`src/rtl/apple_manager.sv`:
```
// apple_manager: owns the single apple on the snake grid and pulses eat_apple when the head reaches it
//   clk, reset       clock and asynchronous active-high reset
//   tick             game-step strobe; head_x/head_y are valid while it is high
//   head_x, head_y   snake head position
//   query_x/query_y  candidate cell shown to the occupancy map (combinational)
//   query_occupied   occupancy map answer for the candidate, same cycle
//   apple_x/apple_y  current apple position, apple_valid while it is placed
//   eat_apple        one-cycle pulse to the score tracker
//   no_space         sticky flag: no free cell left on the board
module apple_manager #(
  parameter int GRID_W = 8,
  parameter int GRID_H = 8,
  parameter logic [15:0] SEED = 16'hACE1,
  parameter int MAX_TRIES = 16,
  localparam int XW = $clog2(GRID_W),
  localparam int YW = $clog2(GRID_H)
) (
  input  logic          clk,
  input  logic          reset,
  input  logic          tick,
  input  logic [XW-1:0] head_x,
  input  logic [YW-1:0] head_y,
  output logic [XW-1:0] query_x,
  output logic [YW-1:0] query_y,
  input  logic          query_occupied,
  output logic [XW-1:0] apple_x,
  output logic [YW-1:0] apple_y,
  output logic          apple_valid,
  output logic          eat_apple,
  output logic          no_space
);
  localparam int CW = XW + YW;
  localparam logic [15:0] S0 = (SEED == 16'h0) ? 16'hACE1 : SEED;
  localparam logic [CW-1:0] LAST = CW'(GRID_W * GRID_H - 1);
  typedef enum logic [1:0] {PLACE, SCAN, ACTIVE, FULL} state_t;
  state_t state;
  logic [15:0] lfsr, lfsr_next;
  logic [7:0] tries;
  logic [CW-1:0] scan_idx, cand;
  // With power-of-two grids, raster index and LFSR bits split into (y, x) the same way.
  always_comb begin
    lfsr_next = lfsr[0] ? ((lfsr >> 1) ^ 16'hB400) : (lfsr >> 1);
    cand = (state == SCAN) ? scan_idx : lfsr[CW-1:0];
  end
  assign query_x = cand[XW-1:0];
  assign query_y = cand[CW-1:XW];
  always_ff @(posedge clk or posedge reset) begin
    if (reset) begin
      state <= PLACE;
      lfsr <= S0;
      tries <= '0;
      scan_idx <= '0;
      apple_x <= '0;
      apple_y <= '0;
      apple_valid <= 1'b0;
      eat_apple <= 1'b0;
      no_space <= 1'b0;
    end else begin
      eat_apple <= 1'b0;
      case (state)
        PLACE:
          if (!query_occupied) begin
            apple_x <= query_x;
            apple_y <= query_y;
            apple_valid <= 1'b1;
            tries <= '0;
            state <= ACTIVE;
          end else begin
            lfsr <= lfsr_next;
            tries <= tries + 8'd1;
            if (tries == 8'(MAX_TRIES - 1)) begin
              scan_idx <= '0;
              state <= SCAN;
            end
          end
        SCAN:
          if (!query_occupied) begin
            apple_x <= query_x;
            apple_y <= query_y;
            apple_valid <= 1'b1;
            tries <= '0;
            state <= ACTIVE;
          end else if (scan_idx == LAST) begin
            no_space <= 1'b1;
            state <= FULL;
          end else begin
            scan_idx <= scan_idx + 1'b1;
          end
        ACTIVE: begin
          // Free-running here so placement depends on player timing.
          lfsr <= lfsr_next;
          if (tick && head_x == apple_x && head_y == apple_y) begin
            eat_apple <= 1'b1;
            apple_valid <= 1'b0;
            state <= PLACE;
          end
        end
        default: begin
          apple_valid <= 1'b0;
          no_space <= 1'b1;
        end
      endcase
    end
  end
endmodule

```
`config.mk`:
```
export PLATFORM = sky130hd
export DESIGN_NAME = apple_manager
export DESIGN_NICKNAME = d
export VERILOG_FILES = /design/src/rtl/apple_manager.sv
export SDC_FILE = /design/constraint.sdc
export NUM_CORES = 1
export LEC_CHECK = 0
export ABC_AREA = 1
export CAP_MARGIN = 20
export CORE_ASPECT_RATIO = 0.8
export CORE_MARGIN = 5
export CORE_UTILIZATION = 55
export DETAILED_ROUTE_END_ITERATION = 8
export PLACE_DENSITY = 0.85
export RECOVER_POWER = 25
export SLEW_MARGIN = 20
export SYNTH_ARGS = -nofsm -noshare
export SYNTH_HDL_FRONTEND = slang
export SYNTH_SLANG_ARGS = --single-unit
```
`constraint.sdc`:
```
create_clock -name clk -period 1.79 [get_ports clk]
set_clock_uncertainty 0.2 [all_clocks]
set_input_delay 0.358 -clock clk [delete_from_list [all_inputs] [get_ports clk]]
set_output_delay 0.358 -clock clk [all_outputs]
set_load 0.02 [all_outputs]
```
==> impl_metrics.ini <==
[status]
outcome = complete, but fails checks
violations = setup timing

[setup_path]
timing.critical_path.required_ns = 1.23
timing.critical_path.from_type = flop
depth_of_the_worst_register_to_register_path = 12
r2r_end = apple_valid
path_max_fanout = 8
setup.worst_path.class = flop to output port
rrSetupSlack_ns = -0.19
cp-end-kind = output port
worst_path_arrival_ns = 1.46
timing.rr.start = state[1]

[die]
coreArea_mm2 = 0.00380
io-pin-count = 25
rows = 20
initial_util_pct = 57.3
die_height_um = 66.3
die_width_um = 80.4
die_area_mm2 = 0.00533

[clock_network]
cts_made_buffers = 5
path_clk_slew_ns = 0.08
tritoncts = done
clock-root-buffer = sky130_fd_sc_hd__clkbuf_8
htree_num_levels = 2
clock_sink_count = 41
clock_latency_ns = 0.31
clock_tree.buffer_depth = 2

[yosys]
synth_largest_type_area_fraction_pct = 37.9
synth_cell_type_count = 29
asyncSetResetFlopFracSynth_pct = 100
yosys_register_bits = 41
synth_seq_area_share_pct = 47.6
synthTopCellsByArea = sky130_fd_sc_hd__dfrtp_1 38%, sky130_fd_sc_hd__nand2_1 13%, sky130_fd_sc_hd__dfstp_2 9.6%
synth_area_per_cell_um2 = 7.89
synth_area_mm2 = 0.00218
synth.most_common_cell = sky130_fd_sc_hd__nand2_1
ys_top_cells_by_count = 77 x sky130_fd_sc_hd__nand2_1, 39 x sky130_fd_sc_hd__inv_1, 33 x sky130_fd_sc_hd__dfrtp_1, 29 x sky130_fd_sc_hd__nor2_1, 27 x sky130_fd_sc_hd__o21ai_0
synth_nets = 291
synth_enable_flop_cells = 0
yosys.area.top_type = sky130_fd_sc_hd__dfrtp_1
ys.warnings.count = 0
synthFlopType = sky130_fd_sc_hd__dfrtp_1
post_synth_inst_count = 276

[drt]
drt_first_iter_violations = 158
route.antenna.remaining_nets = 0
vias_per_cell = 5.46
dr_total_vias = 2201
drc_errors = 0
route.detailed.wl_per_inst_um = 17.2
finalWirelength_um = 6940
detail_route.first_pass.iterations = 5

[global_routing]
grt_first_pass_wirelength_um = 8360
grt_use_met2_pct = 34.8
grt_busiest_layer = met2
antenna_violations_before_repair = 0
grt_overflow_total = 0
grt_max_degree = 42
global_route.usage.met1_pct = 25.9
grt.met3_usage_pct = 4.36
grt_pass1_vias = 1925
grt_use_total_pct = 20.6

[min_path]
worst_case_hold_path_end_point = no_space
hold_path_startpoint = no_space
min_delay_path_depth = 2
hp_class = flop to flop

[power]
share_clk_of_total_power_pct = 15.3
internal-power_w = 0.00338
power_per_cell_area_mw_per_mm2 = 1740
combinationalPowerShare_pct = 58.9
power.ir.vdd_worst_v = 0.00122
total_switching_power_w = 0.00243
leakagePower_nw = 1.66
switching_part_of_the_total_power_pct = 41.8
power_frac_seq_pct = 25.8

[sta]
tightestPinTransition_ns = 0.981
setup_ws_ns = -0.227
grt_setup_unrepaired = true
timing.final.max_slew_violations = 0
hold_viol = 0
finalSetupViolations = 45
post-route-min-period_ns = 2.02
finalCritPeriodShare_pct = 113
max_clk_rate_ghz = 0.496
timing.setup.tns_ns = -4.85
hold_slack_ns = 0.275
max-slew-margin-rel_pct = 34.6

[run]
drv_cap = 0

[final_layout]
regArea_mm2 = 0.00104
fillerInstances = 173
final-instance-count-excl-fill = 403
multi_input_comb_area_mm2 = 0.00126
synthToLayoutAreaGrowth_pct = 53.3
num-nets-final = 362
diodes = 0
drive_above_1_share_pct = 44.3

[place]
place.port_buffers = 24
dpl_worst_slack_ns = -0.490
detailed_place_hpwl_um = 3330
finalWeightedCongestion = 0.856
dp_cells = 376
what timing repair did:
action                     4_1_cts  5_1_grt
gates resized for setup         70      103
setup endpoints to repair       16       44
gates cloned                     0        5
pin swaps                        1       15
buffers inserted                 4       10
hold buffers                     0        0
power groups by stage:
stage / logic (W) / clock network, W / registers (W)
after floorplan: 0.00120 / 0 / 0.00150
after detailed placement: 0.00206 / 0 / 0.00144
after CTS: 0.00226 / 0.000885 / 0.00143
final: 0.00342 / 0.000890 / 0.00150
after global placement: 0.00200 / 0 / 0.00143
after global routing: 0.00366 / 0.000942 / 0.00152
critical path: stages (launching register included):
cell	delay, ns
sky130_fd_sc_hd__dfrtp_1	0.41
sky130_fd_sc_hd__inv_2	0.09
sky130_fd_sc_hd__ha_4	0.20
sky130_fd_sc_hd__buf_12	0.16
sky130_fd_sc_hd__nand2_2	0.06
sky130_fd_sc_hd__o21ai_2	0.08
sky130_fd_sc_hd__buf_6	0.14
stage by stage:
step	utilization, %	cell area, um2	power, W
floorplan	-	2180	0.00270
global placement	70.3	2680	0.00343
detailed placement	70.3	2680	0.00350
CTS	76.3	2900	0.00458
global route	87.8	3340	0.00613
finish	87.8	3340	0.00581
cell type report:
| type | instances | area share, % |
|---|---|---|
| timing repair buffer | 69 | 19.9 |
| clock buffer | 5 | 2.06 |
| multi-input combinational | 188 | 37.9 |
| clock inverter | 3 | 1.95 |
| tap | 55 | 2.06 |
| sequential | 41 | 31.0 |
| inverter | 42 | 5.10 |
routing by layer:
metal	vias to the layer above	part of all wire (%)
met3	29	8.4
met1	1060	38
met4	0	3.8
li1	1010	-
met2	102	50
met5	-	0
cell usage in the layout, fill, tap and decap left out, types with 5 or more instances in the layout:
| cell | instances |
|---|---|
| sky130_fd_sc_hd__nand2_4 | 10 |
| sky130_fd_sc_hd__nor2_1 | 21 |
| sky130_fd_sc_hd__nor2_2 | 7 |
| sky130_fd_sc_hd__nand3_1 | 8 |
| sky130_fd_sc_hd__buf_4 | 32 |
| sky130_fd_sc_hd__buf_6 | 14 |
| sky130_fd_sc_hd__o21ai_2 | 22 |
| sky130_fd_sc_hd__nor2_4 | 6 |
| sky130_fd_sc_hd__nand3_2 | 6 |
| sky130_fd_sc_hd__dfstp_2 | 8 |
| sky130_fd_sc_hd__dlygate4sd2_1 | 8 |
| sky130_fd_sc_hd__clkbuf_8 | 5 |
| sky130_fd_sc_hd__dfrtp_1 | 33 |
| sky130_fd_sc_hd__inv_1 | 34 |
| sky130_fd_sc_hd__clkdlybuf4s50_1 | 9 |
| sky130_fd_sc_hd__nand2_1 | 57 |
| sky130_fd_sc_hd__nand2_2 | 13 |
| sky130_fd_sc_hd__o21ai_1 | 7 |
sequential cells by signal, indices dropped and copies added (netlist names):
| signal | count |
|---|---|
| lfsr | 16 |
| tries | 8 |
| scan_idx | 6 |
| apple_x | 3 |
| apple_y | 3 |
| state | 2 |
| apple_valid | 1 |
| eat_apple | 1 |
| no_space | 1 |
worst max-delay path by stage:
stage | start | slack (ns) | endpoint | cells after the start
2_1_floorplan | state[1] | -0.01 | query_x[1] | 4
3_3_place_gp | state[0] | -0.46 | query_x[1] | 4
3_5_place_dp | state[1] | -0.49 | query_y[2] | 5
4_1_cts | state[1] | -0.13 | query_y[0] | 6
5_1_grt | state[1] | -0.28 | query_y[0] | 6
6_report | state[1] | -0.23 | query_y[0] | 6
cell families after synthesis:
logic type               Yosys count  synth area share (%)
AO/OA/AOI/OAI                     48                  11.8
XOR/XNOR                           5                  2.01
flip-flops                        41                  47.6
adder cells (fa/ha/maj)            5                  2.87
buffers and inverters             48                  9.48
AND/OR/NAND/NOR                  129                  26.2
Power figures use the tool's default switching activity.
